`src/rtl/uart_tx_scheduler.sv`:
```
// uart_tx_scheduler
//   Shares one UART byte transmitter between NUM_REQ byte-stream requesters
//   (0 = raw waveform dump, 1 = FIR waveform dump, 2 = command echo/status).
//   Grants are packet-locked and round-robin. The owner keeps the transmitter
//   until it hands over a byte flagged last, or until its req_valid stays low
//   for TIMEOUT cycles. The output side is a one-entry registered buffer.
// Ports
//   clk, rst             UART clock, synchronous active-high reset
//   req_valid/req_last   per-requester byte valid / end-of-packet flag
//   req_data             requester i byte at [i*DATA_W +: DATA_W]
//   req_ready            per-requester accept (only the owner ever sees 1)
//   tx_data/tx_valid     buffered byte to the serialiser
//   tx_ready             serialiser accepts when tx_valid && tx_ready
//   grant_id             current owner, or last owner while idle
//   busy                 high while a grant is held or its last byte drains
//   timeout_evt          one-cycle pulse on a forced (idle) release
module uart_tx_scheduler #(
  parameter int NUM_REQ = 3,
  parameter int DATA_W  = 8,
  parameter int TIMEOUT = 4095
) (
  input  logic                       clk,
  input  logic                       rst,
  input  logic [NUM_REQ-1:0]         req_valid,
  input  logic [NUM_REQ*DATA_W-1:0]  req_data,
  input  logic [NUM_REQ-1:0]         req_last,
  output logic [NUM_REQ-1:0]         req_ready,
  output logic [DATA_W-1:0]          tx_data,
  output logic                       tx_valid,
  input  logic                       tx_ready,
  output logic [$clog2(NUM_REQ)-1:0] grant_id,
  output logic                       busy,
  output logic                       timeout_evt
);

  localparam int GID_W = $clog2(NUM_REQ);
  localparam logic [GID_W:0] NREQ = (GID_W+1)'(NUM_REQ);
  localparam logic [15:0] TO_M1 = 16'(TIMEOUT - 1);

  typedef enum logic [1:0] {IDLE, LOCK, DRAIN} state_t;

  state_t                         state;
  logic [GID_W-1:0]               last_grant;
  logic [15:0]                    idle_cnt;
  logic [NUM_REQ-1:0][DATA_W-1:0] req_bytes;
  logic [GID_W-1:0]               pick;
  logic                           any_req;
  logic [GID_W:0]                 cand;
  logic                           can_take;
  logic                           accept;
  logic                           own_valid;
  logic                           own_last;

  assign req_bytes = req_data;

  // Round-robin pick: walk offsets from NUM_REQ down to 1 so the smallest
  // offset after last_grant that is requesting ends up winning.
  always_comb begin
    pick    = last_grant;
    any_req = 1'b0;
    cand    = '0;
    for (int k = NUM_REQ; k >= 1; k--) begin
      cand = {1'b0, last_grant} + (GID_W+1)'(k);
      if (cand >= NREQ) cand = cand - NREQ;
      if (req_valid[cand[GID_W-1:0]]) begin
        pick    = cand[GID_W-1:0];
        any_req = 1'b1;
      end
    end
  end

  // Buffer can take a byte when empty or emptying this cycle.
  assign can_take = !tx_valid || tx_ready;

  for (genvar i = 0; i < NUM_REQ; i++) begin : g_ready
    assign req_ready[i] = (state == LOCK) && (grant_id == GID_W'(i)) && can_take;
  end

  assign accept    = |(req_valid & req_ready);
  assign own_valid = req_valid[grant_id];
  assign own_last  = req_last[grant_id];

  always_ff @(posedge clk) begin
    if (rst) begin
      state       <= IDLE;
      tx_valid    <= 1'b0;
      tx_data     <= '0;
      grant_id    <= '0;
      last_grant  <= GID_W'(NUM_REQ - 1);
      idle_cnt    <= '0;
      busy        <= 1'b0;
      timeout_evt <= 1'b0;
    end else begin
      timeout_evt <= 1'b0;
      // Drain the buffer on handshake; a same-cycle accept refills it.
      if (tx_valid && tx_ready) tx_valid <= 1'b0;
      if (accept) begin
        tx_data  <= req_bytes[grant_id];
        tx_valid <= 1'b1;
      end
      case (state)
        IDLE: begin
          if (any_req) begin
            grant_id   <= pick;
            last_grant <= pick;
            idle_cnt   <= '0;
            busy       <= 1'b1;
            state      <= LOCK;
          end
        end
        LOCK: begin
          // A last-byte accept implies req_valid was high, so it always
          // takes precedence over the idle timeout.
          if (accept && own_last) begin
            idle_cnt <= '0;
            state    <= DRAIN;
          end else if (accept || own_valid) begin
            idle_cnt <= '0;
          end else if (idle_cnt == TO_M1) begin
            idle_cnt    <= '0;
            timeout_evt <= 1'b1;
            state       <= DRAIN;
          end else begin
            idle_cnt <= idle_cnt + 16'd1;
          end
        end
        DRAIN: begin
          if (can_take) begin
            busy  <= 1'b0;
            state <= IDLE;
          end
        end
        default: state <= IDLE;
      endcase
    end
  end

endmodule
```
`config.mk`:
```
export PLATFORM = sky130hd
export DESIGN_NAME = uart_tx_scheduler
export DESIGN_NICKNAME = d
export VERILOG_FILES = /design/src/rtl/uart_tx_scheduler.sv
export SDC_FILE = /design/constraint.sdc
export NUM_CORES = 1
export LEC_CHECK = 0
export ABC_CLOCK_PERIOD_IN_PS = 5200
export CORE_UTILIZATION = 42
export CTS_BUF_LIST = sky130_fd_sc_hd__clkbuf_4
export CTS_CLUSTER_DIAMETER = 60
export DETAILED_ROUTE_END_ITERATION = 8
export PLACE_DENSITY = 0.67
export SLEW_MARGIN = 20
export SYNTH_ARGS = -nofsm -noshare
export SYNTH_HDL_FRONTEND = slang
export SYNTH_SLANG_ARGS = --single-unit
```
`constraint.sdc`:
```
create_clock -name clk -period 5.2 [get_ports clk]
set_input_delay 1.04 -clock clk [delete_from_list [all_inputs] [get_ports clk]]
set_output_delay 1.04 -clock clk [all_outputs]
set_load 0.01 [all_outputs]
```
---- Word-level counts from Yosys, hierarchy flattened ----
Cells that the tools add are included.
W data, S select, Z words.
storage, ports and cells
  memory bits (writable) .................. 0
  memories kept ........................... 0
  output and inout bits ................... 16
  register bits after elaboration ......... 33
  memory bits (read-only) ................. 0
  bits in latches ......................... 0
cells by class
  shift operators ......................... 0
  div/mod/pow operators ................... 0
  mux-type cells .......................... 38
  order comparisons ....................... 7
  bitwise logic cells ..................... 2
  reductions and logical operators ........ 22
  equality and inequality tests ........... 9
  multiply operators ...................... 0
  add/subtract/negate cells ............... 7
operator list
  operator                 number
  $mux W16                 4
  $pmux W16 S2             1
  $mux W2                  11
  $add A16 B1 Y16 const B  1
  $bmux W8 S2              1
  $eq A16 B12 Y1 const B   1
  $mux W1                  13
  $lt A2 B3 Y1 const B     4
  $bmux W1 S2              5
  $ge A3 B2 Y1 const B     3
  $logic_and A1 B1 Y1      8
  $mux W8                  1
  $add A2 B2 Y3 const B    2
  $pmux W2 S3              1
  $reduce_bool A2 Y1       3
  $sub A2 B2 Y2 const B    3
  $eq A2 B1 Y1 const B     2
  $eq A2 B2 Y1 const B     2
  $logic_not A2 Y1         2
  $ne A2 B2 Y1 const B     2
  $reduce_and A2 Y1        2
  $reduce_and A4 Y1        1
  $reduce_or A4 Y1         1
  $add A2 B1 Y3 const B    1
  9 further kinds          10

---- Logic depth before layout (Yosys ltp) ----
Gate-level depths: netlist of run 1.
  word-level depth ........................ 10
  gate-level depth with buffers ........... 9
  depth with buffers taken out ............ 7

---- Worst setup path before layout of run 1 ----
No wires, ideal clock.
  path kind ............................... input to output
  start point ............................. in tx_ready
  end point ............................... out req_ready[2]
  slack ................................... 2,522 ps
  stages on the path ...................... 3
  path buffers ............................ 0
  data arrival time ....................... 1,638 ps
  required time ........................... 4,160 ps
  cells stage by stage .................... nor2b_1 > nand2b_1 > nor3b_1
between the ends
  cells in the longest elaborated chain, start to end .. 2
ends and longest elaborated chain
  element              RTL line  RTL
  start, declared      30        input logic tx_ready,
  $logic_or A1 B1 Y1   73        assign can_take = !tx_valid || tx_ready;
  $logic_and A1 B1 Y1  76        assign req_ready[i] = (state == LOCK) && (grant_id == GID_W'(i)) && can_take;
  end, declared        27        output logic [NUM_REQ-1:0] req_ready,
Every way passes these cells.

---- Final worst setup path of run 1 ----
Same ends and word-level chain as after synthesis.

==> results of run 1 <==
cells by family (layout without fill, tap and decap cells):
logic type / after synthesis / in the layout / share of synthesized area
adder cells (fa/ha/maj): 5 / 5 / 0.0310
multiplexers: 13 / 13 / 0.0645
AO/OA/AOI/OAI: 75 / 75 / 0.285
flip-flops: 32 / 32 / 0.318
buffers and inverters: 24 / 65 / 0.0819
AND/OR/NAND/NOR: 89 / 89 / 0.220
metrics by stage:
stage          utilization  hold WS (ns)  setup WS, ns  power, mW
6_report             0.558         0.505          1.56       1.01
5_1_grt              0.558         0.531          1.47       1.09
4_1_cts              0.557         0.508          1.57       1.01
3_5_place_dp         0.544         0.487          1.58      0.864
3_3_place_gp         0.544         0.488          1.60      0.863
2_1_floorplan            -         0.463          2.52      0.732
state kept, by name, summed over array words and instances, names as in the netlist:
signal / count
timeout_evt: 1
tx_data: 8
idle_cnt: 16
tx_valid: 1
busy: 1
grant_id: 2
last_grant: 1
state: 2
cell usage in the layout, fill, tap and decap left out, types with 5 or more instances in the layout:
cell / netlist / layout
sky130_fd_sc_hd__nor3_1: 5 / 5
sky130_fd_sc_hd__a21oi_1: 20 / 20
sky130_fd_sc_hd__a311oi_2: 7 / 7
sky130_fd_sc_hd__ha_1: 5 / 5
sky130_fd_sc_hd__clkdlybuf4s50_1: 0 / 48
sky130_fd_sc_hd__nor2_1: 28 / 28
sky130_fd_sc_hd__dfxtp_1: 32 / 32
sky130_fd_sc_hd__inv_1: 8 / 8
sky130_fd_sc_hd__nand2_1: 20 / 20
sky130_fd_sc_hd__mux2i_1: 13 / 13
sky130_fd_sc_hd__o21ai_0: 7 / 7
sky130_fd_sc_hd__a211oi_1: 11 / 11
sky130_fd_sc_hd__nand3_1: 8 / 8
sky130_fd_sc_hd__clkbuf_4: 0 / 5
metal layers:
| layer | track usage | wire [um] |
|---|---|---|
| met1 | 0.265 | 2380 |
| met2 | 0.296 | 1970 |
| met3 | 0.0478 | 367 |
| met4 | 0.0600 | 47 |
| met5 | 0 | 0 |
area by class of cell:
class,count,share of cell area
multi-input cells,182,0.488
flip-flops and latches,32,0.256
inverters,8,0.0120
clock buffers,5,0.0150
repair buffers,49,0.195
clock inverters,3,0.00751
well taps,52,0.0260
power by group through the flow:
stage               Combinational, mW  Clock (mW)  Sequential [mW]
finish                          0.516       0.144            0.347
global route                    0.575       0.161            0.356
CTS                             0.514       0.153            0.348
detailed placement              0.510           0            0.353
global placement                0.511           0            0.351
floorplan                       0.399           0            0.333
worst max-delay path, cell delays in order:
cell,delay (ns)
sky130_fd_sc_hd__clkdlybuf4s50_1,0.46
sky130_fd_sc_hd__nor2b_1,0.08
sky130_fd_sc_hd__nand2b_1,0.23
sky130_fd_sc_hd__nor3b_1,0.23
sky130_fd_sc_hd__clkdlybuf4s50_1,0.57
path summary, 6_finish.rpt:
| check | start | end | slack (ns) | cells after the start |
|---|---|---|---|---|
| setup / recovery | tx_ready | req_ready[2] | 1.56 | 5 |
| hold / removal | idle_cnt[15] | idle_cnt[15] | 0.50 | 1 |
| setup reg to reg | grant_id[0] | grant_id[0] | 1.89 | 7 |
| hold reg to reg | idle_cnt[15] | idle_cnt[15] | 0.50 | 1 |
==> results.cfg, run 1 <==
[sta]
timing.final.crit_period_ns = 3.64
timing_hold_violations_final = 0
timing.final.max_slew_violations = 0
final_min_period_over_clock_period = 0.700
rsz0062_at_grt = false
finClkSkew_ns = 0.00448
finalSetupViolCount = 0
max-slew-margin-rel = 0.396
fin_tns_setup_ns = 0
max_freq_ghz = 0.275
worst_pin_slew_ns = 0.899

[power_and_ir_drop]
total_leakage_power_nw = 0.855
power.clock.fraction = 0.143
pwr_density_cell_nw_per_um2 = 403
power_switching_share = 0.426
pwr-share-comb = 0.512
power.sequential.fraction = 0.345
irDropWorstVdd_mv = 0.174
p_sw_mw = 0.430
cellInternalPower_mw = 0.578

[critical_path]
timing.critical_path.from_type = input pin
worst_path_arrival_time_ns = 2.60
crit_path_max_fanout = 5
critical_path_required_ns = 4.16
criticalPathCategory = input pin to output pin
cp-end-kind = output pin

[synthesis]
synthesis.area_sq_um = 2020
postSynth.asyncResetShare = 0
synth.largest_area_cell = sky130_fd_sc_hd__dfxtp_1
ys_types = 54
synth.net_count = 276
postSynthRegisterBits = 32
leading_register_cell_type_out_of_synthesis = sky130_fd_sc_hd__dfxtp_1
post-synth-top-area-fraction = 0.318
synth_cells = 238
synth_warnings = 0
synth-edff-count = 0
yosys-top-cells-count = sky130_fd_sc_hd__dfxtp_1, sky130_fd_sc_hd__nor2_1, sky130_fd_sc_hd__a21oi_1, sky130_fd_sc_hd__nand2_1, sky130_fd_sc_hd__mux2i_1
post_synthesis_sequential_area_ratio = 0.318
synth.avg_cell_area_sq_um = 8.47
synthTopCellsByArea = sky130_fd_sc_hd__dfxtp_1, sky130_fd_sc_hd__mux2i_1, sky130_fd_sc_hd__a311oi_2
synth_most_common_cell = sky130_fd_sc_hd__dfxtp_1

[final_layout]
fin_area_sq_um = 2500
design.final.nets = 316
drive_gt1_frac = 0.0968
multi_input_logic_area_sq_um = 1220
fillCellCount = 438
n_antenna_cell = 0
area.growth.synth_to_final_pct = 23.9
final-seq-area_sq_um = 641
post_layout_nonfiller_instances = 331

[global_route]
initial_antenna_violation_count = 0
global_route_wire_length_before_repair_um = 7820
gr-usage-all-layers = 0.192
grt_start_max_net_pins = 34
grt_pass1_vias = 1632
grt.overflow.total = 0

[placed_design]
buffer_ports.inserted = 48
detailed_place_hpwl_um = 3220
place_inst = 323
dpl-instance-area_sq_um = 2430
place.gp.congestion = 0.850

[clock_tree]
post_cts_resize_count = 0
cts_post_setup_buffers_inserted = 0
cts_buffer_depth = 2
tritoncts_clock_tree = done
root_buffer = sky130_fd_sc_hd__clkbuf_4
worstSkewPairLatency_ns = 0.33
cts_buffers = 5
number_of_h_tree_branching_levels = 2
clk_pin_slew_worst_paths_ns = 0.10
cts_hold_buffers = 0
numClockSinks = 32

[die]
die_x_um = 71.3
die_y_um = 71.3
io-pin-count = 49
die_area_sq_um = 5080
fp-row-count = 24
placeable_core_region_sq_um = 4470
start_util = 0.451

[flow_run]
cap_viol_max_count = 0

[outcome]
violations_in_the_final_reports = design-rule violations
status = complete, but fails checks

[routing]
drt_pre_antenna_iters = 8
detailroute.via_count = 1851
drt_wl_total_um = 4760
avgViaCountPerCell = 5.59
drt.antenna.violating_nets = 0
wl_per_cell_um = 14.4
route.detailed.drc = 9
detail_route.iter0.violations = 145

[min_path]
hp_class = flop to flop
Note: power is estimated with default switching activity, not from simulation.
==> run 2, diff against run 1 <==
ABC_CLOCK_PERIOD_IN_PS = 2960   (was 5200)
PLACE_DENSITY = 0.69   (was 0.67)
clock period = 2.96 ns   (was 5.2 ns; I/O delays follow)
==> run 2 against run 1 <==
  * The run still ends with design-rule violations left
  * First-iteration DRC count is 17% lower
  * Worst setup slack got worse by 1.3 ns
  * Worst hold slack worse by 0.0072 ns
  * Global-route usage rose by 1.1 points
  * Register-to-register slack worse by 1.5 ns
  * Die area stayed put
  * Sequential power rose by 63%
  * Non-clock buffer count up 6
  * Combinational power is 94% higher
  * Final area is 3.0% higher
==> results.cfg, run 2 (synthesized netlist as in run 1, its figures left out) <==
[outcome]
status = complete, but fails checks
violations_in_the_final_reports = design-rule violations

[die]
die_area_sq_um = 5080
die_y_um = 71.3
placeable_core_region_sq_um = 4470
start_util = 0.451
fp-row-count = 24
die_x_um = 71.3
io-pin-count = 49

[power_and_ir_drop]
pwr_density_cell_nw_per_um2 = 740
finalPower_mw = 1.90
irDropWorstVdd_mv = 0.546
total_leakage_power_nw = 0.894

[final_layout]
n_antenna_cell = 0
final_common_cell = sky130_fd_sc_hd__clkdlybuf4s50_1
layout_top_registers = idle_cnt (16), tx_data (8)
regMostFlops = idle_cnt
flip_flop_count_of_the_largest_register_after_layout = 16
layout_common_cells = sky130_fd_sc_hd__clkdlybuf4s50_1, sky130_fd_sc_hd__dfxtp_1, sky130_fd_sc_hd__nor2_1
design.final.nets = 322
area.growth.synth_to_final_pct = 27.5
fin_area_sq_um = 2570
drive_gt1_frac = 0.116

[critical_path]
crit_path_max_fanout = 5
critPathCapture = req_ready[2]
timing.critical_path.from_type = input pin
critical_path_required_ns = 2.37
setup.reg_to_reg.worst_slack_ns = 0.36
reg2reg_from = last_grant[1]
worst_path_arrival_time_ns = 2.13
reg2reg_to = idle_cnt[1]
criticalPathCategory = input pin to output pin
cp-end-kind = output pin
cell_count_of_the_worst_reg_to_reg_path = 7
worst_setup_path_startpoint = tx_ready

[routing]
route.detailed.drc = 9
detailroute.via_count = 1883
drt_wl_total_um = 4820
wl_per_cell_um = 14.3
avgViaCountPerCell = 5.59
detail_route.iter0.violations = 120
drt_pre_antenna_iters = 8
drt.antenna.violating_nets = 0

[clock_tree]
clk_pin_slew_worst_paths_ns = 0.10
post_cts_resize_count = 0
worstSkewPairLatency_ns = 0.35
tritoncts_clock_tree = done
number_of_h_tree_branching_levels = 2
root_buffer = sky130_fd_sc_hd__clkbuf_4
numClockSinks = 32
cts_buffers = 5
cts_buffer_depth = 2
cts_hold_buffers = 0
cts_post_setup_buffers_inserted = 0

[sta]
rsz0062_at_grt = false
max_freq_ghz = 0.367
timing.final.crit_period_ns = 2.73
worst_pin_slew_ns = 0.806
timing_hold_violations_final = 0
final.setup.worst_slack_ns = 0.233
finClkSkew_ns = 0.0163
final_min_period_over_clock_period = 0.921
finalSetupViolCount = 0
timing.final.max_slew_violations = 0
max-slew-margin-rel = 0.462
fin_tns_setup_ns = 0

[global_route]
grt_start_max_net_pins = 31
grt.overflow.total = 0
grt_pass1_vias = 1784
initial_antenna_violation_count = 0
gr-usage-all-layers = 0.204
global_route_wire_length_before_repair_um = 8300

[placed_design]
dpl-instance-area_sq_um = 2490
place_ws_ns = 0.216
detailed_place_hpwl_um = 3450
place.gp.congestion = 0.835
buffer_ports.inserted = 48

[flow_run]
cap_viol_max_count = 0

[min_path]
hp_class = flop to flop
run 2: changes by cell type in the layout (fill, tap and decap cells not counted), sizes merged:
cell	before	now
clkinvlp	0	1
buf	1	7
clkinv	3	1
bufinv	0	1
run 2: worst min path at each step:
stage                       from           end  slack [ns]  depth (start not counted)
floorplan           idle_cnt[13]  idle_cnt[13]        0.46                          1
global placement            busy          busy        0.48                          2
detailed placement          busy          busy        0.48                          2
CTS                         busy          busy        0.50                          2
global route                busy          busy        0.53                          2
finish                      busy          busy        0.50                          2
run 2: metal layers:
metal	share of wire	up-vias	track usage
met1	0.49	842	0.268
met3	0.074	7	0.0492
met5	0	-	0
met4	0.014	0	0.0733
li1	-	975	-
met2	0.42	59	0.325
run 2: final cells by class:
| class | instances | area [sq um] |
|---|---|---|
| Clock buffer | 5 | 37.5 |
| Clock inverter | 3 | 42.5 |
| Fill cell | 430 | 1900 |
| Inverter | 8 | 30.0 |
| Multi-Input combinational cell | 182 | 1210 |
| Sequential cell | 32 | 641 |
| Tap cell | 52 | 65.1 |
| Timing Repair Buffer | 55 | 546 |
run 2: metrics by stage:
step | util | std cells | hold WS [ns]
floorplan | - | 238 | 0.463
global placement | 0.557 | 329 | 0.484
detailed placement | 0.557 | 329 | 0.483
CTS | 0.575 | 337 | 0.500
global route | 0.575 | 337 | 0.531
finish | 0.575 | 337 | 0.497
run 2: power by group:
group	internal (mW)	switching [mW]
registers	0.506	0.0587
logic	0.465	0.538
clock network	0.176	0.161
total	1.15	0.757
run 2: critical path, cell delays in order:
cell                              delay (ns)
sky130_fd_sc_hd__clkdlybuf4s50_1        0.46
sky130_fd_sc_hd__nor2b_1                0.08
sky130_fd_sc_hd__nand2b_1               0.22
sky130_fd_sc_hd__nor3b_1                0.22
sky130_fd_sc_hd__clkdlybuf4s50_1        0.56
